<file path="src/rtl/axis_pkg.sv">
// Shared AXI-Stream definitions: channel-mux FSM states and a lowest-set-bit
// priority encoder, also used by the round-robin arbiter.
package axis_pkg;

  typedef enum logic {
    IDLE   = 1'b0,
    PACKET = 1'b1
  } mux_state_e;

  // Widest select vector the encoder accepts; callers zero-extend narrower vectors.
  localparam int ONEHOT_MAX_W = 64;
  localparam int ONEHOT_IDX_W = $clog2(ONEHOT_MAX_W);

  // Index of the lowest set bit; returns 0 for an all-zero vector.
  function automatic logic [ONEHOT_IDX_W-1:0] onehot_to_index(
    input logic [ONEHOT_MAX_W-1:0] vec
  );
    logic [ONEHOT_IDX_W-1:0] idx;
    idx = '0;
    for (int i = ONEHOT_MAX_W - 1; i >= 0; i--) begin
      if (vec[i]) idx = ONEHOT_IDX_W'(i);
    end
    return idx;
  endfunction

endpackage

</file>
<file path="src/rtl/axis_skid_buffer.sv">
// Two-entry register slice: main register drives the output, skid register
// absorbs the one beat in flight when the sink stalls.
module axis_skid_buffer #(
  parameter int WIDTH = 8
) (
  input  logic             clk_i,
  input  logic             rst_n_i,
  input  logic [WIDTH-1:0] in_data_i,
  input  logic             in_valid_i,
  output logic             in_ready_o,
  output logic [WIDTH-1:0] out_data_o,
  output logic             out_valid_o,
  input  logic             out_ready_i
);

  logic [WIDTH-1:0] main_data_q, main_data_d;
  logic [WIDTH-1:0] skid_data_q, skid_data_d;
  logic             main_valid_q, main_valid_d;
  logic             skid_valid_q, skid_valid_d;
  logic             in_ready_q;
  logic             accept;
  logic             consume;

  assign accept  = in_valid_i & in_ready_q;
  assign consume = main_valid_q & out_ready_i;

  always_comb begin
    main_data_d  = main_data_q;
    main_valid_d = main_valid_q;
    skid_data_d  = skid_data_q;
    skid_valid_d = skid_valid_q;
    if (skid_valid_q) begin
      // Main is necessarily full here and the input is stalled.
      if (out_ready_i) begin
        main_data_d  = skid_data_q;
        skid_valid_d = 1'b0;
      end
    end else begin
      if (consume) main_valid_d = 1'b0;
      if (accept) begin
        if (!main_valid_q || consume) begin
          main_data_d  = in_data_i;
          main_valid_d = 1'b1;
        end else begin
          skid_data_d  = in_data_i;
          skid_valid_d = 1'b1;
        end
      end
    end
  end

  // in_ready_q mirrors ~skid_valid_q once out of reset, so ready never
  // depends combinationally on out_ready_i; it is held low during reset.
  always_ff @(posedge clk_i or negedge rst_n_i) begin
    if (!rst_n_i) begin
      main_data_q  <= '0;
      main_valid_q <= 1'b0;
      skid_data_q  <= '0;
      skid_valid_q <= 1'b0;
      in_ready_q   <= 1'b0;
    end else begin
      main_data_q  <= main_data_d;
      main_valid_q <= main_valid_d;
      skid_data_q  <= skid_data_d;
      skid_valid_q <= skid_valid_d;
      in_ready_q   <= ~skid_valid_d;
    end
  end

  assign in_ready_o  = in_ready_q;
  assign out_data_o  = main_data_q;
  assign out_valid_o = main_valid_q;

endmodule

</file>
<file path="src/rtl/axis_channel_mux.sv">
// Routes the arbiter-selected slave channel onto one AXI-Stream master,
// locking the selection for a whole packet. Handshake: a beat transfers on
// any edge where valid & ready; valid never waits on ready, ready is registered.
module axis_channel_mux
  import axis_pkg::*;
#(
  parameter  int CHANNEL_NUM = 8,
  parameter  int DATA_WIDTH  = 32,
  localparam int ID_WIDTH    = $clog2(CHANNEL_NUM)
) (
  input  logic                              clk_i,
  input  logic                              rst_n_i,
  input  logic [CHANNEL_NUM-1:0]            sel_i,
  input  logic [CHANNEL_NUM*DATA_WIDTH-1:0] s_tdata,
  input  logic [CHANNEL_NUM-1:0]            s_tvalid,
  input  logic [CHANNEL_NUM-1:0]            s_tlast,
  output logic [CHANNEL_NUM-1:0]            s_tready,
  output logic [DATA_WIDTH-1:0]             m_tdata,
  output logic                              m_tvalid,
  output logic                              m_tlast,
  output logic [ID_WIDTH-1:0]               m_tid,
  input  logic                              m_tready,
  output logic                              busy_o
);

  localparam int PAYLOAD_W = DATA_WIDTH + 1 + ID_WIDTH;

  mux_state_e             state_q;
  logic [ID_WIDTH-1:0]    lock_ch_q;
  logic                   busy_q;

  logic [ID_WIDTH-1:0]    sel_idx;
  logic [ID_WIDTH-1:0]    cur_ch;
  logic                   ch_en;
  logic [DATA_WIDTH-1:0]  cur_data;
  logic                   cur_valid;
  logic                   cur_last;
  logic                   buf_ready;
  logic                   accept;
  logic [PAYLOAD_W-1:0]   in_payload;
  logic [PAYLOAD_W-1:0]   out_payload;
  logic [DATA_WIDTH-1:0]  lane_data [CHANNEL_NUM];

  for (genvar k = 0; k < CHANNEL_NUM; k++) begin : g_lane
    assign lane_data[k] = s_tdata[k*DATA_WIDTH +: DATA_WIDTH];
  end

  // Multi-hot selects resolve to the lowest index.
  assign sel_idx = ID_WIDTH'(onehot_to_index(ONEHOT_MAX_W'(sel_i)));

  always_comb begin
    cur_ch = sel_idx;
    ch_en  = |sel_i;
    if (state_q == PACKET) begin
      cur_ch = lock_ch_q;
      ch_en  = 1'b1;
    end
    cur_data  = lane_data[cur_ch];
    cur_valid = ch_en & s_tvalid[cur_ch];
    cur_last  = s_tlast[cur_ch];
    s_tready  = '0;
    if (ch_en) s_tready[cur_ch] = buf_ready;
  end

  assign accept     = cur_valid & buf_ready;
  assign in_payload = {cur_data, cur_last, cur_ch};

  always_ff @(posedge clk_i or negedge rst_n_i) begin
    if (!rst_n_i) begin
      state_q   <= IDLE;
      lock_ch_q <= '0;
      busy_q    <= 1'b0;
    end else begin
      case (state_q)
        IDLE: begin
          if (accept && !cur_last) begin
            state_q   <= PACKET;
            lock_ch_q <= cur_ch;
            busy_q    <= 1'b1;
          end
        end
        PACKET: begin
          if (accept && cur_last) begin
            state_q <= IDLE;
            busy_q  <= 1'b0;
          end
        end
        default: begin
          state_q <= IDLE;
          busy_q  <= 1'b0;
        end
      endcase
    end
  end

  always_ff @(posedge clk_i) begin
    if (rst_n_i && state_q == IDLE) begin
      assert ($onehot0(sel_i))
        else $warning("axis_channel_mux: sel_i is multi-hot, lowest index taken");
    end
  end

  axis_skid_buffer #(
    .WIDTH (PAYLOAD_W)
  ) u_skid (
    .clk_i       (clk_i),
    .rst_n_i     (rst_n_i),
    .in_data_i   (in_payload),
    .in_valid_i  (cur_valid),
    .in_ready_o  (buf_ready),
    .out_data_o  (out_payload),
    .out_valid_o (m_tvalid),
    .out_ready_i (m_tready)
  );

  assign {m_tdata, m_tlast, m_tid} = out_payload;
  assign busy_o = busy_q;

endmodule

</file>
<file path="config.mk">
export PLATFORM = sky130hd
export DESIGN_NAME = axis_channel_mux
export DESIGN_NICKNAME = d
export VERILOG_FILES = /design/src/rtl/axis_pkg.sv /design/src/rtl/axis_skid_buffer.sv /design/src/rtl/axis_channel_mux.sv
export SDC_FILE = /design/constraint.sdc
export NUM_CORES = 1
export LEC_CHECK = 0
export CORE_MARGIN = 4
export CORE_UTILIZATION = 52
export CTS_CLUSTER_SIZE = 16
export DETAILED_ROUTE_END_ITERATION = 6
export MAX_ROUTING_LAYER = met4
export PLACE_DENSITY = 0.89
export REMOVE_ABC_BUFFERS = 1
export SLEW_MARGIN = 20
export SYNTH_ARGS = -nofsm -noshare
export SYNTH_HDL_FRONTEND = slang
export SYNTH_SLANG_ARGS = --single-unit
</file>
<file path="constraint.sdc">
create_clock -name clk_i -period 7.2 [get_ports clk_i]
set_input_delay 1.8 -clock clk_i [delete_from_list [all_inputs] [get_ports clk_i]]
set_output_delay 1.8 -clock clk_i [all_outputs]
set_load 0.01 [all_outputs]
</file>
==> results of run 1 <==
## per-layer routing
metal	up-vias	global-route usage (%)
met3	185	6.714
met4	0	19.40
li1	5649	-
met1	5927	42.00
met5	-	-
met2	831	53.93
## stage by stage
stage / util (%) / hold slack (ns) / total power [mW] / setup TNS, ns
final: 72.57 / 0.5034 / 4.563 / 0
after global routing: 72.57 / 0.5277 / 4.871 / 0
after CTS: 72.51 / 0.5045 / 4.522 / 0
after detailed placement: 70.86 / 0.4911 / 4.013 / 0
after global placement: 70.86 / 0.4756 / 3.907 / 0
after floorplan: - / 0.4653 / 3.128 / -251.63
## layout make-up
type | count | area share (%)
Inverter | 40 | 1.091
Antenna cell | 3 | 0.05457
Tap cell | 260 | 2.365
Timing Repair Buffer | 353 | 25.22
Sequential cell | 80 | 14.61
Multi-Input combinational cell | 1021 | 54.38
Clock inverter | 5 | 0.5912
Clock buffer | 11 | 1.692
## cells in the mapped netlist (all sizes together), types with 32 or more instances
cell type,count
a221o,64
a21oi,121
a221oi,115
buf,34
nand4,32
nand3,156
mux2i,168
dfrtp,80
a21o,58
nand2,74
clkbuf,121
a22oi,51
inv,40
## power by group
group          leakage [nW]  internal (mW)  switching (mW)
combinational          4.29           1.44            1.72
sequential            0.943          0.684           0.239
clock                 0.150          0.304           0.183
total                  5.38           2.43            2.14
## cells by family after synthesis
| group | synth area share, % |
|---|---|
| AOI/OAI and AO/OA | 38.66 |
| buffers and inverters | 7.578 |
| DFF | 19.68 |
| muxes | 16.98 |
| and+or+nand+nor | 17.10 |
## state kept, by name (all words and copies together), names as in the netlist
name                 flops
u_skid.out_data_o       36
u_skid.skid_data_q      36
lock_ch_q                3
busy_o                   1
state_q                  1
u_skid.in_ready_o        1
u_skid.out_valid_o       1
u_skid.skid_valid_q      1
## how the worst max path moves through the flow
| stage | start | end | slack (ns) | cells after the start |
|---|---|---|---|---|
| after floorplan | state_q | u_skid.skid_data_q[1] | -3.43 | 7 |
| after global placement | sel_i[4] | s_tready[1] | 0.97 | 6 |
| after detailed placement | sel_i[4] | s_tready[1] | 0.85 | 6 |
| after CTS | sel_i[4] | s_tready[1] | 0.85 | 6 |
| after global routing | sel_i[4] | s_tready[1] | 0.60 | 6 |
| final | sel_i[4] | s_tready[1] | 0.79 | 6 |
==> impl_metrics.tcl, run 1 <==
set metrics [dict create \
    ys_warn_count 0 \
    cts_tree "yes" \
    multi_input_area_mm2 0.007481 \
    grt_pass1_wl_um 60800 \
    postCtsSetupBuffers 0 \
    routed_wl_um 39300 \
    row_count 50 \
    grt_pass1_vias 11880 \
    clk_path_buf_depth 2 \
    routedWlPerCell_um 22.17 \
    critical_path.startpoint_type "input port" \
    fin_nets 1788 \
    timing.final.ws_setup_ns 0.7905 \
    worstPathArrival_ns 4.61 \
    synth-seq-cells 80 \
    drive_above_1_share_pct 4.305 \
    worst_pin_slew_ns 1.195 \
    final_cell_mix "clkdlybuf4s50_1 (326), mux2i_1 (168), nand3_1 (156)" \
    synth_area_leaders "dfrtp_1 (20%), mux2i_1 (17%), a221oi_1 (9.9%)" \
    p_leak_nw 5.379 \
    status "finished clean" \
    clk_latency_ns 0.34 \
    skew_ns 0.007030 \
    netlist.area_leader.share_pct 19.68 \
    timing.rr.start "state_q" \
    finalWorstPathRequiredPeriod_ns 6.410 \
    slew_headroom_pct 20.35 \
    die-width_um 147.9 \
    min_to "u_skid.skid_data_q[1]" \
    maxSlewViolCount 0 \
    core_area_mm2 0.01896 \
    dr_wl_met2_um 18170 \
    p_per_area_mw_per_mm2 331.7 \
    die_h_um 147.9 \
    crit_required_ns 5.40 \
    antenna_left 0 \
    route.vias.total 12590 \
    drv_cap 0 \
    async_reset_ff_share_pct 100.0 \
    period_share_pct 89.02 \
    setup_viol 0 \
    io_buffers 328 \
    grtUsageTotal_pct 34.54 \
    drt_iter0_markers 1328 \
    h-tree-depth 3 \
    dp_worst_setup_slack_ns 0.8459 \
    place_hpwl_um 25420 \
    reg2reg_to "lock_ch_q[2]" \
    path_class "input port to output port" \
    ios 329 \
    synth_ff_type "dfrtp_1" \
    grt_max_degree 119 \
    stdcell_count 1773 \
    cts_buffers 9 \
    rsz0062_at_grt "false" \
    cp_max_fo 21 \
    synth_cells 1296 \
    antenna_found_initial 3 \
    grt_overflow 0 \
    viasPerCell 7.102 \
    fillCellCount 1476 \
    yosysTopAreaCell "dfrtp_1" \
    die-area_mm2 0.02186 \
    route.detailed.drc 0 \
    cts.sinks 80 \
    hp-start "u_skid.skid_data_q[1]" \
    cp-end-kind "output port" \
    synth_edf_count 0 \
    critical_path.most_common_cell "clkdlybuf4s50_1" \
    holdBufCountCts 0 \
    regArea_mm2 0.002009 \
    synthesis.area_mm2 0.01017 \
    drt_pass1_iterations 6 \
    dpl-instance-area_mm2 0.01343 \
    clk_pin_slew_ns 0.06 \
    r2r_slack_ns 2.89 \
    cpPeakStageDelay_ns 0.59 \
    critPathBufInv 2 \
    rr_worst_depth 9 \
    fmax_mhz 156.0 \
    placed_cells 1754 \
    wl_met3_um 3995 \
    fin_area_mm2 0.01376 \
    area.growth.synth_to_final_pct 35.26 \
    vdd_drop_max_uv 219.2 \
    top_layer "met4" \
    cpMaxStageDelayCell "or4_4" \
    whs_path_depth 1 \
    globalplace.congestion 0.8501 \
    crit_chain "clkdlybuf4s50_1 -> or4_4 -> o31ai_1 -> nand2_2 -> nor2_1 -> clkdlybuf4s50_1" \
    avgSynthCellArea_um2 7.848 \
    clockRootBuffer "clkbuf_16" \
    mostFrequentLayoutCell "clkdlybuf4s50_1" \
    hold_class "register to register" \
    cts_resized 0 \
    cp_top_family "simple AND/OR/NAND/NOR gates" \
    yosysSeqAreaShare_pct 19.68 \
    synth_cell_type_count 54 \
    hold_viol_final 0 \
    start_util_pct 53.66 \
    met1_length_um 14900 \
]
Power figures use the tool's default switching activity.
==> run 2, diff against run 1 <==
--- a/config.mk
+++ b/config.mk
@@ -5,6 +5,7 @@
 export SDC_FILE = /design/constraint.sdc
 export NUM_CORES = 1
 export LEC_CHECK = 0
+export CAP_MARGIN = 20
 export CORE_MARGIN = 4
 export CORE_UTILIZATION = 52
 export CTS_CLUSTER_SIZE = 16
==> results of run 2 <==
No change in the layout: final DEF, timing and power equal those of run 1.
